<file path="config.mk">
export PLATFORM = sky130hd
export DESIGN_NAME = vga_timing_gen
export DESIGN_NICKNAME = d
export VERILOG_FILES = /design/src/rtl/vga_timing_gen.sv
export SDC_FILE = /design/constraint.sdc
export NUM_CORES = 1
export LEC_CHECK = 0
export BUFFER_PORTS_ARGS = -buffer_cell sky130_fd_sc_hd__buf_2
export CORE_MARGIN = 3
export CORE_UTILIZATION = 50
export CTS_CLUSTER_DIAMETER = 40
export CTS_CLUSTER_SIZE = 25
export DETAILED_ROUTE_END_ITERATION = 10
export HOLD_SLACK_MARGIN = 0.03
export MAX_ROUTING_LAYER = met4
export PLACE_DENSITY_LB_ADDON = 0.1
export SLEW_MARGIN = 0
export SYNTH_ARGS = -nofsm -noshare
export SYNTH_HDL_FRONTEND = slang
export SYNTH_SLANG_ARGS = --single-unit
</file>
<file path="constraint.sdc">
create_clock -name clk -period 1.1 [get_ports clk]
set_input_delay 0.22 -clock clk [delete_from_list [all_inputs] [get_ports clk]]
set_output_delay 0.22 -clock clk [all_outputs]
set_load 0.01 [all_outputs]
</file>
<file path="src/rtl/vga_timing_gen.sv">
// VGA timing generator: pixel/line counters with horizontal and vertical phase FSMs.
// Every output is registered and all of them describe the same (x_px, y_px) position.
// Optional feature: define VGA_TIMING_FRAME_CNT_EN to build the 8-bit frame counter;
// without it frame_cnt is tied to zero.
module vga_timing_gen #(
  parameter int unsigned H_VIEW     = 640,
  parameter int unsigned H_FRONT    = 16,
  parameter int unsigned H_SYNC     = 96,
  parameter int unsigned H_BACK     = 48,
  parameter int unsigned V_VIEW     = 480,
  parameter int unsigned V_FRONT    = 10,
  parameter int unsigned V_SYNC     = 2,
  parameter int unsigned V_BACK     = 33,
  parameter bit          H_SYNC_POL = 1'b0,
  parameter bit          V_SYNC_POL = 1'b0
) (
  input  logic       clk,
  input  logic       reset_n,
  input  logic       en,
  output logic [9:0] x_px,
  output logic [9:0] y_px,
  output logic       activevideo,
  output logic       hsync,
  output logic       vsync,
  output logic       frame_start,
  output logic [7:0] frame_cnt
);

  localparam int unsigned HTotal   = H_VIEW + H_FRONT + H_SYNC + H_BACK;
  localparam int unsigned VTotal   = V_VIEW + V_FRONT + V_SYNC + V_BACK;
  localparam int unsigned HSyStart = H_VIEW + H_FRONT;
  localparam int unsigned HBpStart = HSyStart + H_SYNC;
  localparam int unsigned VSyStart = V_VIEW + V_FRONT;
  localparam int unsigned VBpStart = VSyStart + V_SYNC;
  localparam logic [9:0]  XLast    = 10'(HTotal - 1);
  localparam logic [9:0]  YLast    = 10'(VTotal - 1);

  typedef enum logic [1:0] {HAct, HFp, HSy, HBp} h_state_e;
  typedef enum logic [1:0] {VAct, VFp, VSy, VBp} v_state_e;

  // Phase is chosen from the next position, so a zero-length phase is never entered.
  function automatic h_state_e h_region(input logic [9:0] pos);
    int unsigned p;
    p = 32'(pos);
    if (p < H_VIEW) return HAct;
    else if (p < HSyStart) return HFp;
    else if (p < HBpStart) return HSy;
    else return HBp;
  endfunction

  function automatic v_state_e v_region(input logic [9:0] pos);
    int unsigned p;
    p = 32'(pos);
    if (p < V_VIEW) return VAct;
    else if (p < VSyStart) return VFp;
    else if (p < VBpStart) return VSy;
    else return VBp;
  endfunction

  logic [1:0] rst_sync_q;
  logic       rst_int_n;

  logic [9:0] x_q, x_d, y_q, y_d;
  h_state_e   h_state_q, h_state_d;
  v_state_e   v_state_q, v_state_d;
  logic       activevideo_q, activevideo_d;
  logic       hsync_q, hsync_d;
  logic       vsync_q, vsync_d;
  logic       frame_start_q, frame_start_d;

  // Reset synchroniser: assertion is immediate, release takes two clock edges.
  always_ff @(posedge clk or negedge reset_n) begin
    if (!reset_n) begin
      rst_sync_q <= 2'b00;
    end else begin
      rst_sync_q <= {rst_sync_q[0], 1'b1};
    end
  end

  assign rst_int_n = rst_sync_q[1];

  // Next position, FSM phases and the registered outputs that go with that position.
  always_comb begin
    x_d           = x_q;
    y_d           = y_q;
    h_state_d     = h_state_q;
    v_state_d     = v_state_q;
    frame_start_d = 1'b0;
    if (en) begin
      frame_start_d = (x_q == XLast) && (y_q == YLast);
      if (x_q == XLast) begin
        x_d = '0;
        y_d = (y_q == YLast) ? '0 : y_q + 10'd1;
      end else begin
        x_d = x_q + 10'd1;
      end
      h_state_d = h_region(x_d);
      // y_d only moves on a line wrap, so the vertical FSM only advances then.
      v_state_d = v_region(y_d);
    end
    activevideo_d = (h_state_d == HAct) && (v_state_d == VAct);
    hsync_d       = (h_state_d == HSy) ? H_SYNC_POL : ~H_SYNC_POL;
    vsync_d       = (v_state_d == VSy) ? V_SYNC_POL : ~V_SYNC_POL;
  end

  // State and output registers; reset parks the raster on the last pixel of the frame.
  always_ff @(posedge clk or negedge rst_int_n) begin
    if (!rst_int_n) begin
      x_q           <= XLast;
      y_q           <= YLast;
      h_state_q     <= HBp;
      v_state_q     <= VBp;
      activevideo_q <= 1'b0;
      hsync_q       <= ~H_SYNC_POL;
      vsync_q       <= ~V_SYNC_POL;
      frame_start_q <= 1'b0;
    end else begin
      x_q           <= x_d;
      y_q           <= y_d;
      h_state_q     <= h_state_d;
      v_state_q     <= v_state_d;
      activevideo_q <= activevideo_d;
      hsync_q       <= hsync_d;
      vsync_q       <= vsync_d;
      frame_start_q <= frame_start_d;
    end
  end

  assign x_px        = x_q;
  assign y_px        = y_q;
  assign activevideo = activevideo_q;
  assign hsync       = hsync_q;
  assign vsync       = vsync_q;
  assign frame_start = frame_start_q;

`ifdef VGA_TIMING_FRAME_CNT_EN
  logic [7:0] frame_cnt_q;

  // Frame counter steps together with the frame_start pulse.
  always_ff @(posedge clk or negedge rst_int_n) begin
    if (!rst_int_n) begin
      frame_cnt_q <= 8'd0;
    end else if (frame_start_d) begin
      frame_cnt_q <= frame_cnt_q + 8'd1;
    end
  end

  assign frame_cnt = frame_cnt_q;
`else
  assign frame_cnt = 8'd0;
`endif

endmodule

</file>
# Word level (Yosys, flattened, before mapping)

Index checks and enable logic that the tools add are counted.

Add/sub/neg operators: 2
Div/mod/pow operators: 0
Bitwise gates (word level): 0
Shift operators: 0
Order comparisons: 6
Multiplexer cells: 16
Reductions and logical operators: 4
Eq/ne operators: 4
$mul: 0

Operators by type and width:

| kind                    | count |
|---|---|
| $mux W10                | 5 |
| $lt A10 B10 Y1 const B  | 3 |
| $lt A10 B9 Y1 const B   | 3 |
| $add A10 B1 Y10 const B | 2 |
| $eq A10 B10 Y1 const B  | 2 |
| $mux W2                 | 6 |
| $mux W1                 | 5 |
| $eq A2 B2 Y1 const B    | 2 |
| $logic_not A2 Y1        | 2 |
| $logic_and A1 B1 Y1     | 2 |

Word-level logic and storage cells: 41
Input port bits: 3
Flip-flop bits (word level): 30
Memory bits (read-only): 0
Bits in latches: 0
Output and inout port bits: 32
Memories kept: 0
Bits in writable memories: 0

# Logic depth before layout (Yosys ltp)

Gate-level depths: netlist of run 1.

Depth after elaboration: 11
Gate-level depth with buffers: 9

# Least setup slack after synthesis of run 1

Ideal clock, no wire load.

Path kind: register to register
Start point: register x_q[0], in the netlist x_px[0]
End point: register activevideo_q, in the netlist activevideo
Arrival time: 2.118 ns
Stages on the path, launching flop included: 8
Setup slack: -1.114 ns
Buffers on the path: 0
Period minus slack after synthesis: 2.214 ns
Setup time: 0.096 ns
Cells stage by stage: dfstp_2 > ha_1 > and3_2 > nand3_2 > o31a_1 > o221ai_2 > o221ai_2 > nor4_2

RTL lines:

| what                   | RTL line | text |
|---|---|---|
| from (decl)            | 63       | `logic [9:0] x_q, x_d, y_q, y_d;` |
| from (signal assigned) | 109      | `x_q <= XLast;` |
| $eq A10 B10 Y1 *       | 91       | `if (x_q == XLast) begin` |
| $mux W10 *             | 91       |  |
| $mux W10 *             | 89       | `if (en) begin` |
| $lt A10 B9 Y1          | 55       | `else if (p < VSyStart) return VFp;` |
| $mux W2                | 55       |  |
| $mux W2 *              | 54       | `if (p < V_VIEW) return VAct;` |
| $mux W2 *              | 89       |  |
| net v_state_d[1]       | 65       | `v_state_e v_state_q, v_state_d;` |
| $logic_not A2 Y1 *     | 101      | `activevideo_d = (h_state_d == HAct) && (v_state_d == VAct);` |
| $logic_and A1 B1 Y1 *  | 101      |  |
| net activevideo_d      | 66       | `logic activevideo_q, activevideo_d;` |
| to (signal assigned)   | 122      | `activevideo_q <= activevideo_d;` |
| to (decl)              | 66       |  |

The timed path passes the listed nets; every way through them passes the cells marked *. The select of a mux whose other input is x is not followed.
A chain may end at the register's enable or synchronous reset.

# Worst setup path in the final report of run 1

Start point: register x_q[8], in the netlist x_px[8]
End point: register activevideo_q, in the netlist activevideo

Cells in the longest elaborated chain, start to end: 10

Ends and longest elaborated chain:

| what                                                     | RTL line |
|---|---|
| $add A10 B1 Y10 / $eq A10 B10 Y1 (equally long branches) | 95, 91 |
| $mux W10                                                 | 91 |
| $mux W10                                                 | 89 |
| $lt A10 B10 Y1 / $lt A10 B9 Y1 (equally long branches)   | 47, 56 |
| $mux W1, on equally long branches                        | 47, 56 |
| $mux W2, on equally long branches                        | 46, 55 |
| $mux W2, on equally long branches                        | 45, 54 |
| $mux W2                                                  | 89 |
| $logic_not A2 Y1                                         | 101 |
| $logic_and A1 B1 Y1 *                                    | 101 |
| net activevideo_d                                        | 66 |

Marks and branches as above.

==> results of run 1 <==
## sequential cells by signal (all words and copies together) (netlist names)
| register | cells |
|---|---|
| v_state_q | 2 |
| vsync | 1 |
| activevideo | 1 |
| x_px | 10 |
| rst_sync_q | 2 |
| hsync | 1 |
| h_state_q | 2 |
| y_px | 10 |
| frame_start | 1 |
## power groups by stage
stage	sequential (W)	clock (W)	combinational (W)
floorplan	0.00151	0	0.000585
global placement	0.00145	0	0.00117
detailed placement	0.00146	0	0.00118
CTS	0.00146	0.00109	0.00145
global route	0.00150	0.00116	0.00201
finish	0.00149	0.00110	0.00192
## area by class of cell
class / count / share of cell area [%]
multi-input cells: 178 / 40.7
repair buffers: 125 / 32.2
flip-flops and latches: 30 / 21.4
clock buffers: 8 / 3.08
well taps: 48 / 1.66
inverters: 9 / 0.934
## metrics by stage
step	hold WS [ps]	std cells	util [%]	TNS [ps]
final	216	398	93.9	-26850
after global routing	243	398	93.9	-27800
after CTS	211	383	86.1	-22280
after detailed placement	7.08	360	72.3	-19290
after global placement	5.44	360	72.3	-18570
after floorplan	-75.6	238	-	-14980
## how the worst max path moves through the flow
stage,slack (ps),cells past startpoint,endpoint
after CTS,-970,10,vsync
after global placement,-990,8,vsync
final,-1270,7,activevideo
after floorplan,-930,8,activevideo
after global routing,-1290,7,activevideo
after detailed placement,-1010,6,activevideo
## cell families after synthesis
| group | share of synthesized area, % |
|---|---|
| other | 0.357 |
| multiplexers | 2.44 |
| AND/OR/NAND/NOR | 29.6 |
| buffers and inverters | 8.73 |
| AO/OA/AOI/OAI | 17.6 |
| XOR/XNOR | 2.91 |
| adder cells (fa/ha/maj) | 1.78 |
| flip-flops | 36.6 |
## placed cells by master, fill, tap and decap left out, types with 6 or more instances in the layout
cell       n
buf_4     57
buf_6     61
clkbuf_8   6
conb_1     9
dfrtp_1   10
dfstp_2   16
inv_1      7
nand2_1   13
nand2_2    7
nand3_1    9
nand4_1    7
nor2_1    12
o21ai_1    8
## what timing repair did
action                                  in CTS  in global routing
buffers inserted                            16                 19
resized for setup                           71                 53
cloned                                       0                  0
endpoints found under the setup margin      48                 49
hold buffers                                 1                  0
hold endpoints to repair                     2                  0
pin swaps                                   22                 12
## worst max-delay path, stage by stage, from the launching register on
cell,delay [ps]
dfstp_2,590
nand4b_1,270
nor3_4,370
buf_4,180
mux2i_2,80
a22oi_2,270
o21ai_1,120
nor4_2,350
## layer usage
layer | track usage [%] | up-vias | wire length, µm
met5 | - | - | 0
met1 | 40.8 | 1272 | 3470
met3 | 6.68 | 76 | 1190
met4 | 9.60 | 0 | 565
met2 | 43.5 | 263 | 4450
li1 | - | 1069 | -
==> out/metrics.csv, run 1 <==
stage;metric;value;unit
worst_hold_path;Hold WC Path Type;reg2async;
die;Die ar.;5030;µm²
logic_synthesis;post-synth top area share;20.0;%
logic_synthesis;Post-Syn Area per Cell;9.12;µm²
logic_synthesis;post-synthesis register bit count;30;
grt;antenna violations before repair;0;
detailed_routing;Avg WL per Cell;24.3;µm
finish;nets;355;
die;Die W;70.9;µm
detailed_routing;Final ANT Viol Nets;0;
worst_setup_path;Setup CP Type;reg2reg;
logic_synthesis;unique cell type count in the Yosys netlist;66;
sta;Final Hold Violating Endpoints;0;
logic_synthesis;largest area contributor in the netlist;dfstp_2;
clock_tree;clock slew at reported path FFs;70;ps
die;die height;70.9;µm
logic_synthesis;top-count cell post-synth;nand2_1;
place;DP HPWL;4480;µm
sta;Final Max Tran Viols;0;
die;core area;3850;µm²
power_and_ir_drop;Sequential Power Share;33.1;%
die;initial core utilization;54.6;%
finish;Seq. cell area;776;µm²
detailed_routing;DRC;0;
run_status;status;finished, violations left;
sta;Tcrit/Tclk final;216;%
clock_tree;Clock Path Buffers;2;
sta;minimum clock period after layout;2370;ps
power_and_ir_drop;Sw Pwr;0.00157;W
finish;Post-Layout Inst Area;3620;µm²
power_and_ir_drop;P per Cell Area;1250;nW/µm²
grt;number of global-route vias before repair;2285;
power_and_ir_drop;worst IR drop on VDD;0.00167;V
clock_tree;CTS Buf Count;5;
sta;Setup violations, final;49;
detailed_routing;Vias/cell;6.73;
sta;Max Fclk;421;MHz
finish;antenna cell count;0;
worst_setup_path;Required @ worst endpoint;1270;ps
grt;grt ovf;0;
place;I/O Buffers;26;
logic_synthesis;top post-synthesis cells by count;20 x nand2_1, 16 x dfstp_2, 16 x nor2_1, 16 x o21ai_0, 14 x dfrtp_1;
finish;area delta synth->final;71.8;%
worst_setup_path;Reg2Reg Setup Slack;-1270;ps
job;Max Cap Viol;0;
logic_synthesis;register area share after synthesis;36.6;%
logic_synthesis;EDFF count, synth;0;
logic_synthesis;Post-Synthesis Cells;231;
clock_tree;CTS tree;done;
finish;Fillers;118;
power_and_ir_drop;switch share;34.7;%
clock_tree;clk_lat worst skew;290;ps
run_status;violated checks;negative setup slack;
power_and_ir_drop;Leak Pwr;1.53;nW
place;DP Area;2790;µm²
logic_synthesis;fraction of registers with async set/reset;100;%
worst_setup_path;RR Startpoint;x_px[8];
worst_setup_path;reg2reg end;activevideo;
detailed_routing;vias post-DR;2680;
detailed_routing;initial drt markers;543;
logic_synthesis;mapped cell area;2110;µm²
detailed_routing;router iterations before antenna repair;6;
grt;total track usage;29.7;%
die;# IOs;35;
clock_tree;CTS sink count;30;
finish;footprint of the multi-input gates;1470;µm²
logic_synthesis;number of synthesis warnings;0;
grt;first-pass GRT wire length;11500;µm
worst_setup_path;start point of the critical path;x_px[8];
worst_setup_path;crit path launch type;flip-flop;
worst_setup_path;Critical Path AT;2540;ps
sta;RSZ-0062 raised after global routing;yes;
worst_setup_path;CP Max Fanout;5;
logic_synthesis;top_reg_cell synth;dfstp_2;
clock_tree;H-tree levels;2;
finish;layout cells sized above 1;61.7;%
sta;worst setup margin;-1270;ps
power_and_ir_drop;Final Total Pwr;0.00451;W
clock_tree;Root Buffer;clkbuf_8;
grt;largest net degree at the start of global routing;19;
die;std cell rows;22;
power_and_ir_drop;combinational share of power;42.5;%
worst_setup_path;Reg2Reg Depth;7;
power_and_ir_drop;Clk pwr share;24.4;%
place;final RePlAce weighted congestion;0.890;
logic_synthesis;top post-synthesis cells by area;dfstp_2 20%, dfrtp_1 17%, o21ai_0 3.8%;
place;DP Worst Slack;-1010;ps
sta;Final Skew;5.07;ps
worst_setup_path;kind of end point of the critical path;flip-flop;
power_and_ir_drop;P_int;0.00295;W
detailed_routing;drt total wl;9670;µm
Note: power is estimated with default switching activity, not from simulation.
==> run 2: changes to the inputs <==
--- a/config.mk
+++ b/config.mk
@@ -13,7 +13,7 @@
 export DETAILED_ROUTE_END_ITERATION = 10
 export HOLD_SLACK_MARGIN = 0.03
 export MAX_ROUTING_LAYER = met4
-export PLACE_DENSITY_LB_ADDON = 0.1
+export PLACE_DENSITY = 0.72
 export SLEW_MARGIN = 0
 export SYNTH_ARGS = -nofsm -noshare
 export SYNTH_HDL_FRONTEND = slang
==> out/metrics.csv, run 2 <==
stage;metric;value;unit;change
clock_tree;CTS Buf Count;5;;unchanged
logic_synthesis;EDFF count, synth;0;;unchanged
grt;largest net degree at the start of global routing;29;;
logic_synthesis;top post-synthesis cells by count;20 x nand2_1, 16 x dfstp_2, 16 x nor2_1, 16 x o21ai_0, 14 x dfrtp_1;;
place;final RePlAce weighted congestion;0.953;;+7.1%
sta;worst_ep kind;register data pin;;
logic_synthesis;post-synth top area share;20.0;%;unchanged
sta;worst_ep grt;activevideo$_DFF_PN0_/D;;
die;# IOs;35;;unchanged
clock_tree;Root Buffer;clkbuf_8;;
logic_synthesis;unique cell type count in the Yosys netlist;66;;unchanged
die;Die W;70.9;µm;unchanged
die;std cell rows;22;;unchanged
logic_synthesis;Post-Synthesis Cells;231;;unchanged
die;initial core utilization;54.6;%;unchanged
logic_synthesis;largest area contributor in the netlist;dfstp_2;;
logic_synthesis;post-synthesis register bit count;30;;unchanged
clock_tree;Clock Path Buffers;2;;unchanged
logic_synthesis;top-count cell post-synth;nand2_1;;
place;DP HPWL;4300;µm;-4.1%
run_status;first error;[ERROR DPL-0038] Utilization greater than 100%, impossible to legalize;;
place;DP Area;2740;µm²;-1.6%
clock_tree;CTS sink count;30;;unchanged
logic_synthesis;Post-Syn Area per Cell;9.12;µm²;unchanged
logic_synthesis;mapped cell area;2110;µm²;unchanged
logic_synthesis;top post-synthesis cells by area;dfstp_2 20%, dfrtp_1 17%, o21ai_0 3.8%;;
die;die height;70.9;µm;unchanged
logic_synthesis;fraction of registers with async set/reset;100;%;unchanged
run_status;status;aborted with a tool error;;
run_status;Stopped at;5_1_grt;;
logic_synthesis;top_reg_cell synth;dfstp_2;;
logic_synthesis;number of synthesis warnings;0;;unchanged
logic_synthesis;register area share after synthesis;36.6;%;unchanged
clock_tree;H-tree levels;2;;unchanged
place;I/O Buffers;26;;unchanged
[run 2: cells by family after synthesis]
| kind of cell | Yosys count | share of synthesized area [%] |
|---|---|---|
| adder cells (fa/ha/maj) | 3 | 1.78 |
| AND/OR/NAND/NOR | 104 | 29.6 |
| flip-flops | 30 | 36.6 |
| XOR/XNOR | 7 | 2.91 |
| other | 2 | 0.357 |
| buffers and inverters | 30 | 8.73 |
| multiplexers | 5 | 2.44 |
| AO/OA/AOI/OAI | 50 | 17.6 |
[run 2: timing repair]
item,in CTS
pin swaps,31
endpoints found under the hold margin,2
gates cloned,0
hold buffers,1
gates resized for setup,91
buffers inserted,24
endpoints found under the setup margin,49
[run 2: through the flow]
step / setup WS [ps] / utilization (%) / std cells / setup TNS (ps)
2_1_floorplan: -928 / - / 238 / -14980
3_3_place_gp: -976 / 71.1 / 354 / -18640
3_5_place_dp: -1070 / 71.1 / 354 / -19620
4_1_cts: -979 / 88.0 / 386 / -19710
==> run 3: changes to the inputs <==
--- a/config.mk
+++ b/config.mk
@@ -7,13 +7,9 @@
 export LEC_CHECK = 0
 export BUFFER_PORTS_ARGS = -buffer_cell sky130_fd_sc_hd__buf_2
 export CORE_MARGIN = 3
-export CORE_UTILIZATION = 50
-export CTS_CLUSTER_DIAMETER = 40
-export CTS_CLUSTER_SIZE = 25
+export CORE_UTILIZATION = 35
 export DETAILED_ROUTE_END_ITERATION = 10
-export HOLD_SLACK_MARGIN = 0.03
-export MAX_ROUTING_LAYER = met4
-export PLACE_DENSITY = 0.72
+export PLACE_DENSITY_LB_ADDON = 0.15
 export SLEW_MARGIN = 0
 export SYNTH_ARGS = -nofsm -noshare
 export SYNTH_HDL_FRONTEND = slang
==> out/metrics.csv, run 3 (same netlist as run 1, synthesis figures left out) <==
stage;metric;value;unit;change
run_status;status;finished, violations left;;
run_status;violated checks;negative setup slack;;
finish;Seq. cell area;777;µm²;
worst_setup_path;crit path launch type;flip-flop;;
sta;Final Skew;5.07;ps;
worst_setup_path;CP peak stage delay;620;ps;
die;std cell rows;27;;+23%
finish;layout cells sized above 1;65.4;%;
detailed_routing;vias post-DR;2249;;
power_and_ir_drop;worst IR drop on VDD;0.000941;V;
grt;number of global-route vias before repair;2246;;
finish;Post-Layout Inst Area;3770;µm²;
place;I/O Buffers;26;;unchanged
grt;antenna violations before repair;0;;
detailed_routing;drt total wl;7020;µm;
place;DP Area;2920;µm²;+6.6%
worst_setup_path;Required @ worst endpoint;1320;ps;
worst_setup_path;kind of end point of the critical path;flip-flop;;
finish;area delta synth->final;79.0;%;
worst_setup_path;Setup CP Type;reg2reg;;
worst_setup_path;critical path's top delay family;compound AO/OA/AOI/OAI gates;;
power_and_ir_drop;Leak Pwr;1.55;nW;
sta;minimum clock period after layout;2100;ps;
clock_tree;Clock Path Buffers;2;;unchanged
die;Die W;83.6;µm;+18%
sta;worst setup margin;-1000;ps;
sta;Final Max Tran Viols;0;;
die;core area;5680;µm²;
worst_setup_path;crit path max-delay cell type;dfstp_2;;
finish;commonest cells after routing, fill and taps aside;66 x buf_4, 51 x buf_6, 16 x dfstp_2;;
die;Die ar.;6980;µm²;
clock_tree;clk_lat worst skew;290;ps;
detailed_routing;router iterations before antenna repair;4;;
sta;Max Fclk;476;MHz;
finish;nets;358;;
place;final RePlAce weighted congestion;0.891;;-6.5%
place;DP Worst Slack;-1070;ps;+5.76 ps
place;post-placement cell count;393;;+11%
worst_hold_path;Hold WC Path Type;reg2async;;
worst_setup_path;Critical Path AT;2320;ps;
clock_tree;CTS Buf Count;5;;unchanged
clock_tree;CTS sink count;30;;unchanged
finish;Finished Layout Cells;425;;
worst_setup_path;reg2reg end;vsync;;
sta;hold_ws;215;ps;
detailed_routing;Vias/cell;5.29;;
finish;Fillers;421;;
worst_setup_path;CP Max Fanout;7;;
sta;RSZ-0062 raised after global routing;yes;;
sta;Setup violations, final;50;;
power_and_ir_drop;P per Cell Area;1140;nW/µm²;
die;die height;83.6;µm;+18%
die;# IOs;35;;unchanged
finish;most common cell after layout, fill and taps aside;buf_4;;
die;initial core utilization;37.1;%;-18 points
worst_setup_path;Reg2Reg Depth;8;;
worst_setup_path;CP bufs+invs;2;;
sta;Tcrit/Tclk final;191;%;
worst_setup_path;Reg2Reg Setup Slack;-1000;ps;
worst_setup_path;RR Startpoint;y_px[2];;
grt;grt ovf;0;;
clock_tree;CTS tree;done;;
place;DP HPWL;4540;µm;+5.7%
finish;Final Util;66.4;%;
clock_tree;H-tree levels;2;;unchanged
job;Max Cap Viol;0;;
detailed_routing;DRC;0;;
detailed_routing;initial drt markers;157;;
sta;Final Hold Violating Endpoints;0;;
grt;largest net degree at the start of global routing;29;;
finish;footprint of the multi-input gates;1580;µm²;
worst_setup_path;critical path depth;8;;
detailed_routing;Final ANT Viol Nets;0;;
worst_setup_path;CP cell instances;buf_4, and3_1, nand3_1, a211oi_4, o221ai_2, o221ai_2, buf_4, nand3_1;;
clock_tree;Root Buffer;clkbuf_8;;
grt;total track usage;19.4;%;
detailed_routing;Avg WL per Cell;16.5;µm;
clock_tree;clock slew at reported path FFs;70;ps;
grt;first-pass GRT wire length;11000;µm;
finish;antenna cell count;0;;
-- run 3: cell type report --
type                            count  area share (%)
Tap cell                           72            2.39
Multi-Input combinational cell    178            41.8
Timing Repair Buffer              128            31.8
Inverter                            9           0.896
Clock buffer                        7            2.29
Sequential cell                    30            20.6
Clock inverter                      1           0.133
-- run 3: power by group --
group	internal, W	switching [W]
clock	0.000505	0.000463
sequential	0.00129	0.000166
combinational	0.00108	0.000811
total	0.00287	0.00144
-- run 3: what timing repair did --
action	in CTS	in global routing
endpoints found under the setup margin	49	50
setup buffers	15	15
hold endpoints to repair	2	0
pin swaps	30	13
resized for setup	97	39
hold buffers	1	0
-- run 3: worst max-delay path by stage --
stage | start | slack, ps | endpoint
5_1_grt | y_px[2] | -1110 | vsync
6_report | y_px[2] | -1000 | vsync
3_5_place_dp | x_px[0] | -1070 | vsync
2_1_floorplan | x_px[0] | -930 | activevideo
4_1_cts | x_px[1] | -960 | activevideo
3_3_place_gp | x_px[0] | -1100 | vsync
-- run 3: metal layers --
layer	global-route usage, %	part of all wire (%)	up-vias
met1	26.9	45	1074
met3	3.46	6.1	18
met5	0	0	-
met4	5.26	2.3	0
li1	-	-	1082
met2	31.0	47	75
-- run 3: per-stage QoR --
stage	total power, W	setup TNS [ps]
after floorplan	0.00209	-14980
after global placement	0.00276	-19780
after detailed placement	0.00277	-19980
after CTS	0.00419	-21460
after global routing	0.00453	-25720
final	0.00431	-23020
